## config.mk

```make
export PLATFORM = sky130hd
export DESIGN_NAME = mem_port_arbiter
export DESIGN_NICKNAME = d
export VERILOG_FILES = /design/src/rtl/port_arb_pkg.sv /design/src/rtl/rr_arbiter2.sv /design/src/rtl/mem_port_arbiter.sv
export SDC_FILE = /design/constraint.sdc
export NUM_CORES = 1
export LEC_CHECK = 0
export CORE_ASPECT_RATIO = 1.1
export CORE_MARGIN = 2
export CORE_UTILIZATION = 44
export CTS_BUF_LIST = sky130_fd_sc_hd__clkbuf_16
export CTS_CLUSTER_DIAMETER = 100
export CTS_CLUSTER_SIZE = 14
export DETAILED_ROUTE_END_ITERATION = 10
export GPL_TIMING_DRIVEN = 0
export PLACE_DENSITY_LB_ADDON = 0.05
export SLEW_MARGIN = 20
export SYNTH_ARGS = -nofsm -noshare
export SYNTH_HDL_FRONTEND = slang
export SYNTH_SLANG_ARGS = --single-unit
export TNS_END_PERCENT = 5
```

## constraint.sdc

```tcl
create_clock -name clock_i -period 8.4 [get_ports clock_i]
set_input_delay 1.26 -clock clock_i [delete_from_list [all_inputs] [get_ports clock_i]]
set_output_delay 1.26 -clock clock_i [all_outputs]
set_load 0.01 [all_outputs]
```

## src/rtl/port_arb_pkg.sv

```systemverilog
// port_arb_pkg: shared types and constants for the two-port memory arbiter.
package port_arb_pkg;
    typedef enum logic [1:0] {IDLE, BUSY, DONE} state_t;
    localparam logic INST = 1'b0;
    localparam logic DATA = 1'b1;
    localparam int TIMEOUT_CYCLES_DEF = 1024;
    localparam logic [31:0] ERR_DATA = 32'hDEADBEEF;
endpackage

```

## src/rtl/rr_arbiter2.sv

```systemverilog
// rr_arbiter2: two-way round-robin pick; grant is the port ID (0 = INST, 1 = DATA).
module rr_arbiter2 (
    input  logic i_req_inst,
    input  logic i_req_data,
    input  logic i_last_grant,
    output logic o_grant
);
    assign o_grant = (i_req_inst & i_req_data) ? ~i_last_grant : i_req_data;
endmodule

```

## src/rtl/mem_port_arbiter.sv

```systemverilog
// mem_port_arbiter: shares one downstream memory port between instruction and data ports.
module mem_port_arbiter import port_arb_pkg::*; #(
    parameter int TIMEOUT_CYCLES = TIMEOUT_CYCLES_DEF
) (
    input  logic        clock_i,
    input  logic        reset_i,
    input  logic        inst_req_i,
    input  logic        inst_wren_i,
    input  logic [31:0] inst_addr_i,
    input  logic [31:0] inst_data_i,
    output logic        inst_done_o,
    output logic [31:0] inst_data_o,
    input  logic        data_req_i,
    input  logic        data_wren_i,
    input  logic [31:0] data_addr_i,
    input  logic [31:0] data_data_i,
    output logic        data_done_o,
    output logic [31:0] data_data_o,
    output logic        mem_req_o,
    output logic        mem_wren_o,
    output logic [31:0] mem_addr_o,
    output logic [31:0] mem_data_o,
    input  logic        mem_done_i,
    input  logic [31:0] mem_data_i,
    output logic        timeout_o
);
    localparam int CW = $clog2(TIMEOUT_CYCLES) + 1;
    localparam logic [CW-1:0] LIMIT = CW'(TIMEOUT_CYCLES - 1);
    state_t      r_state;
    logic        r_last;
    logic        r_owner;
    logic        r_mem_req;
    logic        r_mem_wren;
    logic [31:0] r_mem_addr;
    logic [31:0] r_mem_data;
    logic [CW-1:0] r_cnt;
    logic        r_inst_done;
    logic        r_data_done;
    logic        r_timeout;
    logic [31:0] r_inst_data;
    logic [31:0] r_data_data;
    logic        w_grant;
    logic        w_expire;
    logic        w_load;
    logic [31:0] w_rdata;
    rr_arbiter2 u_rr (
        .i_req_inst  (inst_req_i),
        .i_req_data  (data_req_i),
        .i_last_grant(r_last),
        .o_grant     (w_grant)
    );
    // A real completion wins over the limit; a timeout always overwrites the owner's data.
    assign w_expire = (r_cnt == LIMIT);
    assign w_rdata  = mem_done_i ? mem_data_i : ERR_DATA;
    assign w_load   = mem_done_i ? ~r_mem_wren : 1'b1;
    always_ff @(posedge clock_i or posedge reset_i) begin
        if (reset_i) begin
            r_state     <= IDLE;
            r_last      <= INST;
            r_owner     <= INST;
            r_mem_req   <= 1'b0;
            r_mem_wren  <= 1'b0;
            r_mem_addr  <= '0;
            r_mem_data  <= '0;
            r_cnt       <= '0;
            r_inst_done <= 1'b0;
            r_data_done <= 1'b0;
            r_timeout   <= 1'b0;
            r_inst_data <= '0;
            r_data_data <= '0;
        end else begin
            r_inst_done <= 1'b0;
            r_data_done <= 1'b0;
            r_timeout   <= 1'b0;
            case (r_state)
                IDLE: if (inst_req_i || data_req_i) begin
                    r_state    <= BUSY;
                    r_owner    <= w_grant;
                    r_last     <= w_grant;
                    r_cnt      <= '0;
                    r_mem_req  <= 1'b1;
                    r_mem_wren <= (w_grant == DATA) ? data_wren_i : inst_wren_i;
                    r_mem_addr <= (w_grant == DATA) ? data_addr_i : inst_addr_i;
                    r_mem_data <= (w_grant == DATA) ? data_data_i : inst_data_i;
                end
                BUSY: if (mem_done_i || w_expire) begin
                    r_state     <= DONE;
                    r_mem_req   <= 1'b0;
                    r_mem_wren  <= 1'b0;
                    r_mem_addr  <= '0;
                    r_mem_data  <= '0;
                    r_timeout   <= ~mem_done_i;
                    r_inst_done <= (r_owner == INST);
                    r_data_done <= (r_owner == DATA);
                    if (w_load && r_owner == INST) r_inst_data <= w_rdata;
                    if (w_load && r_owner == DATA) r_data_data <= w_rdata;
                end else begin
                    r_cnt <= r_cnt + CW'(1);
                end
                default: r_state <= IDLE;
            endcase
        end
    end
    assign inst_done_o = r_inst_done;
    assign data_done_o = r_data_done;
    assign inst_data_o = r_inst_data;
    assign data_data_o = r_data_data;
    assign mem_req_o   = r_mem_req;
    assign mem_wren_o  = r_mem_wren;
    assign mem_addr_o  = r_mem_addr;
    assign mem_data_o  = r_mem_data;
    assign timeout_o   = r_timeout;
endmodule

```

==> impl_metrics.tcl <==
set metrics [dict create \
    ys_warn_count 0 \
    finalCriticalPeriod_ns 2.95 \
    status "completed" \
    min-delay-path-class "register to register" \
    internal_power_uw 2260 \
    cts.repair.resized 0 \
    timing.final.hold_violations 0 \
    maxCapViolCount 0 \
    critPathSlowestCell "sky130_fd_sc_hd__clkdlybuf4s50_1" \
    power.share.clock 0.198 \
    net-switching-power_uw 1180 \
    initial_core_util 0.450 \
    syn-num-nets 632 \
    ys_seq_area_frac 0.593 \
    setup_total_negative_slack_ns 0 \
    num-nets-final 951 \
    clock_tree.htree_level_count 4 \
    timing.critical_path.to_type "register" \
    place.detailed.instances 952 \
    worst_setup_path_start_kind "primary input" \
    route.detailed.vias_per_inst 5.54 \
    critical_path.reg2reg.startpoint "r_cnt[0]" \
    dieArea_um2 15100 \
    area_growth_syn_to_layout_pct 61.1 \
    power.ir.vdd_worst_mv 0.207 \
    clock_insertion_delay_worst_skew_ns 0.42 \
    timing.final.max_slew_violations 0 \
    drt.antenna.violating_nets 0 \
    cp_slowest_stage_delay_ns 0.61 \
    place_hpwl_mm 14.5 \
    final_min_period_over_clock_period 0.351 \
    crit_start "mem_done_i" \
    drt_first_iter_violations 251 \
    timing.critical_path.required_ns 8.75 \
    io_buffers 299 \
    totalPowerFinal_uw 3450 \
    power.combinational.fraction 0.452 \
    critPathMaxFanout 10 \
    seq_power_share 0.350 \
    postCtsSetupRepairBufs 0 \
    power.switching_fraction 0.343 \
    fillerInstances 1002 \
    max_freq_ghz 0.339 \
    final.setup_skew_ns 0.00658 \
    synth_cell_type_count 39 \
    vias 5455 \
    max_slew_margin 0.495 \
    ys_seq_elements 147 \
    antenna_found_initial 1 \
    fp-row-count 45 \
    cellPowerDensity_nw_per_um2 345 \
    worst_slew_pin_slew_ns 0.758 \
    setup_viol_count_final 0 \
    postSynthAreaPerCell_um2 13.4 \
    path_clk_slew_ns 0.06 \
    setup.worst_path.class "primary input to register" \
    floorplan.die.width_um 117 \
    root_buffer "sky130_fd_sc_hd__clkbuf_16" \
    grt_pass1_wl_mm 30.3 \
    floorplan.die.height_um 129 \
    grt_max_degree 101 \
    number_of_global_route_vias_before_repair 5806 \
    gp_congestion 0.848 \
    async_reset_ff_frac 1.00 \
    pin_count 300 \
    cts_sinks 147 \
    cts_bufs_inserted 17 \
    drc_errors 0 \
    power.leakage_uw 0.00405 \
    design.core.area_um2 13800 \
    syn-cell-area_um2 6200 \
    route.detailed.wl_per_inst_um 19.8 \
    crit_arrival_ns 3.30 \
    drt_wl_total_mm 19.5 \
    fin_cells 984 \
    ordered_cell_list_for_the_critical_path "clkdlybuf4s50_1 -> inv_1 -> nor2_1 -> clkbuf_1 -> o21a_1 -> buf_2 -> o32a_1" \
    post_route_cells_drive_above_1_share 0.0604 \
    synth-edff-count 0 \
    grt_util_all_layers 0.263 \
    rsz0062_at_grt "no" \
    grt_overflow_total 0 \
    holdCritStartpoint "mem_data_o[30]" \
    drt_pre_antenna_iters 4 \
    ctsLongestPathBuffers 2 \
    cts_tree "yes" \
    synth_cells 464 \
    hold_buffers 0 \
    synthFlopType "sky130_fd_sc_hd__dfrtp_1" \
]
-- cell type report --
| class | count | area, um^2 | area share |
|---|---|---|---|
| Tap cell | 188 | 235 | 0.0235 |
| Antenna cell | 1 | 2.50 | 0.000250 |
| Timing Repair Buffer | 300 | 3020 | 0.302 |
| Clock buffer | 17 | 425 | 0.0426 |
| Clock inverter | 14 | 101 | 0.0101 |
| Inverter | 4 | 22.5 | 0.00225 |
| Buffer | 40 | 171 | 0.0171 |
| Multi-Input combinational cell | 273 | 2340 | 0.234 |
| Sequential cell | 147 | 3680 | 0.368 |
-- cell usage in the layout, fill, tap and decap left out, types with 2 or more instances in the layout --
master,netlist,layout
sky130_fd_sc_hd__clkdlybuf4s50_1,0,299
sky130_fd_sc_hd__dfrtp_1,147,147
sky130_fd_sc_hd__mux2i_1,66,66
sky130_fd_sc_hd__o2bb2ai_1,65,65
sky130_fd_sc_hd__o32a_1,48,48
sky130_fd_sc_hd__clkbuf_1,20,20
sky130_fd_sc_hd__buf_2,17,17
sky130_fd_sc_hd__clkbuf_16,0,17
sky130_fd_sc_hd__a32o_1,16,16
sky130_fd_sc_hd__nand2_1,11,11
sky130_fd_sc_hd__nor2_1,9,9
sky130_fd_sc_hd__inv_1,4,7
sky130_fd_sc_hd__nand3_1,7,7
sky130_fd_sc_hd__o21ai_0,6,6
sky130_fd_sc_hd__nand2b_1,5,5
sky130_fd_sc_hd__o21a_1,4,4
sky130_fd_sc_hd__clkinv_2,0,4
sky130_fd_sc_hd__buf_1,3,3
sky130_fd_sc_hd__o211ai_1,3,3
sky130_fd_sc_hd__or3_1,3,3
sky130_fd_sc_hd__a21oi_1,3,3
sky130_fd_sc_hd__nor2b_1,2,2
sky130_fd_sc_hd__nand4_1,2,2
sky130_fd_sc_hd__o21ai_1,2,2
sky130_fd_sc_hd__o31ai_1,2,2
sky130_fd_sc_hd__nor4_1,2,2
sky130_fd_sc_hd__nor3_1,2,2
sky130_fd_sc_hd__clkinvlp_4,0,2
-- state kept, by name, summed over array words and instances (netlist names) --
name	count
inst_done_o	1
inst_data_o	32
timeout_o	1
mem_wren_o	1
mem_data_o	32
data_done_o	1
r_owner	1
mem_req_o	1
data_data_o	32
r_state	2
mem_addr_o	32
r_cnt	11
-- cells in the mapped netlist (3+ instances only) --
cell type,instances,area (um^2)
sky130_fd_sc_hd__a21oi_1,3,15.0
sky130_fd_sc_hd__or3_1,3,18.8
sky130_fd_sc_hd__inv_1,4,15.0
sky130_fd_sc_hd__dfrtp_1,147,3680
sky130_fd_sc_hd__clkbuf_1,20,75.1
sky130_fd_sc_hd__nand3_1,7,35.0
sky130_fd_sc_hd__mux2i_1,66,661
sky130_fd_sc_hd__buf_1,3,11.3
sky130_fd_sc_hd__o21a_1,4,30.0
sky130_fd_sc_hd__a32o_1,16,160
sky130_fd_sc_hd__nor2_1,9,33.8
sky130_fd_sc_hd__o211ai_1,3,22.5
sky130_fd_sc_hd__o21ai_0,6,30.0
sky130_fd_sc_hd__nand2b_1,5,31.3
sky130_fd_sc_hd__nand2_1,11,41.3
sky130_fd_sc_hd__o2bb2ai_1,65,569
sky130_fd_sc_hd__o32a_1,48,480
sky130_fd_sc_hd__buf_2,17,85.1
-- worst paths after layout --
path                                   end  slack, ns  cells past startpoint
hold / removal              mem_data_o[30]       0.49                      1
min in group asynchronous  data_data_o[18]       1.24                      2
setup reg to reg            mem_data_o[25]       6.10                      7
setup / recovery           data_data_o[28]       5.45                      7
hold reg to reg             mem_data_o[30]       0.49                      1
max in group asynchronous  data_data_o[22]       6.38                      3
-- per-stage QoR --
step / utilization / cell area [um^2] / setup slack, ns / hold slack, ns
2_1_floorplan: - / 6200 / 3.19 / 0.472
3_3_place_gp: 0.684 / 9430 / 1.35 / 0.473
3_5_place_dp: 0.686 / 9470 / 5.06 / 0.473
4_1_cts: 0.725 / 9990 / 5.48 / 0.490
5_1_grt: 0.725 / 10000 / 5.27 / 0.499
6_report: 0.725 / 10000 / 5.45 / 0.486
-- layer usage --
metal / GRT usage / share of wire / vias up
met2: 0.436 / 0.49 / 235
met3: 0.0707 / 0.079 / 42
met4: 0.124 / 0.032 / 0
li1: - / - / 2487
met5: 0 / 0 / -
met1: 0.318 / 0.40 / 2691
-- cells by family (layout without fill, tap and decap cells) --
family | Yosys count | count (layout) | share of synthesized area
fa+ha+maj | 1 | 1 | 0.00202
compound gates | 155 | 155 | 0.223
simple gates | 51 | 51 | 0.0452
buf+inv | 44 | 375 | 0.0300
other cells | 0 | 1 | 0
flops | 147 | 147 | 0.593
mux | 66 | 66 | 0.106
-- power by group through the flow --
stage / Combinational [uW] / Sequential, uW / Clock [uW]
floorplan: 551 / 1330 / 0
global placement: 1530 / 1200 / 0
detailed placement: 1560 / 1210 / 0
CTS: 1570 / 1210 / 692
global route: 1660 / 1240 / 727
finish: 1560 / 1210 / 684
-- worst max-delay path, delay by kind of cell --
family,cells,cell delay (ns)
buffers and inverters,4,1.39
AO/OA/AOI/OAI,2,0.51
AND/OR/NAND/NOR,1,0.15
(Power assumes the default switching activity.)
==> patch 1, RTL diff (same flow settings) <==
The 3 states of `state_t` get a one-hot encoding in 3 bits.
--- a/src/rtl/port_arb_pkg.sv
+++ b/src/rtl/port_arb_pkg.sv
@@ -1,6 +1,6 @@
 // port_arb_pkg: shared types and constants for the two-port memory arbiter.
 package port_arb_pkg;
-    typedef enum logic [1:0] {IDLE, BUSY, DONE} state_t;
+    typedef enum logic [2:0] {IDLE = 3'b001, BUSY = 3'b010, DONE = 3'b100} state_t;
     localparam logic INST = 1'b0;
     localparam logic DATA = 1'b1;
     localparam int TIMEOUT_CYCLES_DEF = 1024;
Check against the original RTL: no difference found for any inputs over 4 cycles, from zero or initial values and one cycle with reset_i high; so few cycles prove little.
==> patch 1 against the original RTL <==
- design area rose by 5.1%
- synthesized area rose by 7.7%
- sequential cell count rose by 1
- maximum frequency fell by 3.8%
- worst setup slack got worse by 0.12 ns
- power rose by 4.8%
- wire length rose by 4.3%
- utilization fell by 2.1 points
- critical endpoint is now mem_addr_o[18]$_DFFE_PP0P_
==> patch 1: results (changes against the original RTL) <==
| Metric | Value |
|---|---|
| Status | finished clean |
| Top cells by count, synth | dfrtp_1, nor3_1, a21o_1 |
| Root buffer cell | clkbuf_16 |
| Synth warn | 0 (unchanged) |
| Cell-internal power | 2350 uW (+3.8%) |
| # diodes | 0 (-1) |
| Worst ir drop on vdd | 0.177 mV (-14%) |
| Seq/Total Area, Yosys | 55.4% (-3.8 points) |
| Initial antenna violation count | 0 (-1) |
| First-pass GRT wire length | 32,300 um (+6.7%) |
| DR iter-0 viols | 347 (+38%) |
| CTS Buffer Depth | 2 (unchanged) |
| Largest net degree at the start of global routing | 100 (-0.99%) |
| DP HPWL | 15,500 um (+7.1%) |
| Vias in the first global route | 6,229 (+7.3%) |
| GPL Wtd Cong | 0.827 (-2.5%) |
| Port-buffer cells | 299 (unchanged) |
| Syn Nets | 725 (+15%) |
| Layout cells sized above 1 | 7.65% (+1.6 points) |
| Synth cell types | 55 (+41%) |
| Arrival @ worst endpoint | 3.36 ns (+0.06 ns) |
| Xor and xnor area share after synthesis | 0.262% (+0.26 points) |
| Num CTS Buffers | 17 (unchanged) |
| Slew headroom | 41.8% (-7.7 points) |
| Leakage | 0.00476 uW (+17%) |
| Area contributors post-synth | dfrtp_1, mux2i_1, a21o_1 |
| H-tree lvl count | 4 (unchanged) |
| Post-synthesis async set-or-reset flop share | 100% (unchanged) |
| Routed via count | 5,953 (+9.1%) |
| Synth Area in Compound Gates | 20.9% (-1.4 points) |
| Final net count | 1,044 (+9.8%) |
| All-Layer GR Usage | 25.5% (-0.79 points) |
| Final WL | 20,300 um (+4.3%) |
| Share of synthesized area spent on multiplexers | 9.74% (-0.91 points) |
| Adder-Cell Fraction of Synth Area | 0.187% (-0.014 points) |
| Worst Skew | 0.00724 ns (+0.000654 ns) |
| Post-place setup slack | 4.90 ns (-0.157 ns) |
| Clk slew on worst S/H paths | 0.06 ns (about the same) |
| Clock Latency Late Sink | 0.41 ns |
[patch 1: cell count changes after synthesis, sizes merged, moves of 5 or more]
cell | before | now
a32o | 16 | 0
buf | 20 | 25
o22a | 0 | 32
o21ai | 8 | 3
a2bb2oi | 0 | 16
o22ai | 0 | 15
a21o | 0 | 66
a22o | 0 | 22
nor3 | 2 | 68
o2bb2ai | 65 | 0
nor2 | 9 | 4
o32a | 48 | 0
[patch 1: power groups by stage]
stage                     combinational [uW]  clock (uW)  sequential [uW]
after floorplan                          674           0             1340
after global placement                  1660           0             1220
after detailed placement                1700           0             1230
after CTS                               1700         715             1220
after global routing                    1810         751             1260
final                                   1680         701             1230
[patch 1: per-layer routing]
| metal | up-vias | GRT usage [%] | wire length, um |
|---|---|---|---|
| li1 | 2755 | - | - |
| met1 | 2934 | 30.3 | 7890 |
| met2 | 242 | 44.9 | 10500 |
| met3 | 22 | 6.25 | 1520 |
| met4 | 0 | 8.94 | 370 |
| met5 | - | 0 | 0 |
[patch 1: per-stage QoR]
stage                     std cells  hold WS, ns  utilization [%]  instance area, um^2  power [uW]
after global placement         1052        0.459             66.4                 9920        2870
after floorplan                 557        0.497                -                 6680        2020
final                          1085        0.473             70.3                10500        3610
after CTS                      1085        0.479             70.3                10500        3640
after global routing           1085        0.481             70.3                10500        3830
after detailed placement       1053        0.465             66.7                 9960        2930
[patch 1: critical path: stages]
cell and delay, ns:
clkdlybuf4s50_1 0.51, a21boi_0 0.24, buf_1 0.69, mux2i_1 0.39
nor3_1 0.08, a21o_1 0.18
[patch 1: final cells by class]
| type | count | area (um^2) |
|---|---|---|
| buffer | 47 | 233 |
| sequential | 148 | 3700 |
| clock buffer | 17 | 425 |
| multi-input combinational | 358 | 2730 |
| tap | 196 | 245 |
| inverter | 4 | 22.5 |
| timing repair buffer | 300 | 3020 |
| clock inverter | 15 | 123 |
| fill | 1144 | 4430 |
[patch 1: path summary, 6_finish.rpt]
kind                            slack (ns)                        from  cells after the start                    endpoint
worst max register to register        6.17        r_cnt[0]$_DFFE_PP0P_                      8  mem_data_o[14]$_DFFE_PP0P_
max in group asynchronous             6.35                     reset_i                      3  mem_addr_o[19]$_DFFE_PP0P_
min in group asynchronous             1.25                     reset_i                      2   mem_data_o[0]$_DFFE_PP0P_
worst min-delay path                  0.47  mem_data_o[17]$_DFFE_PP0P_                      1  mem_data_o[17]$_DFFE_PP0P_
worst min register to register        0.47  mem_data_o[17]$_DFFE_PP0P_                      1  mem_data_o[17]$_DFFE_PP0P_
worst max-delay path                  5.33                  data_req_i                      6  mem_addr_o[18]$_DFFE_PP0P_
==> patch 2, RTL diff (same settings) <==
Made on the original files. The package constant `TIMEOUT_CYCLES_DEF` goes from 1024 to 512.
--- a/src/rtl/port_arb_pkg.sv
+++ b/src/rtl/port_arb_pkg.sv
@@ -3,7 +3,7 @@
     typedef enum logic [1:0] {IDLE, BUSY, DONE} state_t;
     localparam logic INST = 1'b0;
     localparam logic DATA = 1'b1;
-    localparam int TIMEOUT_CYCLES_DEF = 1024;
+    localparam int TIMEOUT_CYCLES_DEF = 512;
     localparam logic [31:0] ERR_DATA = 32'hDEADBEEF;
 endpackage
 
Formal check against the unedited RTL: same outputs for any inputs over 4 cycles, from zero or initial values and one cycle with reset_i high; that may be too few to reach the edited logic, so the function may still have changed.
==> patch 2 against the original RTL <==
- sequential share of layout area down 1.1 points
- design area increased by 2.4%
- worst setup slack lost 0.030 ns
- wire length decreased by 5.6%
- sequential cell count decreased by 1
- power fell by 1.8%
- synthesized area increased by 3.1%
- critical path type unchanged
- maximum frequency fell by 0.99%
==> patch 2: results (changes against the original RTL) <==
| Metric | Value |
|---|---|
| Port-buffer cells | 298 (-0.33%) |
| Largest net degree at the start of global routing | 94 (-6.9%) |
| Area contributors post-synth | dfrtp_1, mux2_2, mux2i_1 |
| Worst Skew | 0.00722 ns (+0.000633 ns) |
| Syn Nets | 635 (+0.47%) |
| Signal buffers | 332 (-2.4%) |
| Slew @ Worst Pin | 0.773 ns (+0.0150 ns) |
| Adder-Cell Fraction of Synth Area | 0.196% (-0.0060 points) |
| Final net count | 953 (+0.21%) |
| Top cells by count, synth | dfrtp_1, mux2i_1, o2bb2ai_1 |
| Post-place setup slack | 5.00 ns (-0.0616 ns) |
| First-pass GRT wire length | 28,500 um (-5.7%) |
| Layout fillers | 989 (-1.3%) |
| Non-clock buffer share | 31.2% (-0.75 points) |
| DP HPWL | 14,100 um (-2.6%) |
| Status | finished clean |
| PwrDens | 331 nW/um^2 (-4.0%) |
| GRT met2 Usage | 41.1% (-2.5 points) |
| Leakage | 0.00427 uW (+5.3%) |
| Metal2 WL | 9390 um (-2.2%) |
| Arrival @ worst endpoint | 3.26 ns (-0.04 ns) |
| Wirelength per Cell | 18.5 um (-6.3%) |
| Metal3 WL | 1270 um (-18%) |
| All-Layer GR Usage | 23.8% (-2.5 points) |
| Synth Area in Compound Gates | 11.8% (-11 points) |
| Dpl cell area | 9650 um^2 (+2.0%) |
| Worst hold slack | 0.484 ns (-0.00249 ns) |
| DRT met1 WL | 7180 um (-6.9%) |
| Crit path largest cell delay | 0.50 ns (-0.11 ns) |
| Routed via count | 5,074 (-7.0%) |
| Peak Freq | 335 MHz (-0.99%) |
| GPL Wtd Cong | 0.802 (-5.4%) |
| Multi-input combinational area share | 24.9% (+1.5 points) |
| Met3 Resource Use GR | 7.25% (+0.18 points) |
-- patch 2: metrics by stage --
step / cells / total power (uW)
6_report: 991 / 3390
5_1_grt: 991 / 3570
4_1_cts: 990 / 3420
3_5_place_dp: 958 / 2670
3_3_place_gp: 957 / 2630
2_1_floorplan: 467 / 1820
-- patch 2: final timing paths --
kind	start	to
hold reg to reg	mem_data_o[9]$_DFFE_PP0P_	mem_data_o[9]$_DFFE_PP0P_
setup reg to reg	r_cnt[0]$_DFFE_PP0P_	mem_addr_o[0]$_DFFE_PP0P_
setup / recovery	data_req_i	mem_data_o[29]$_DFFE_PP0P_
max in group asynchronous	reset_i	r_owner$_DFFE_PP0P_
hold / removal	mem_data_o[9]$_DFFE_PP0P_	mem_data_o[9]$_DFFE_PP0P_
min in group asynchronous	reset_i	data_data_o[7]$_DFFE_PP0P_
-- patch 2: where the power goes --
| part | switching (uW) | internal, uW |
|---|---|---|
| Clock | 277 | 459 |
| Sequential | 162 | 1010 |
| Combinational | 632 | 850 |
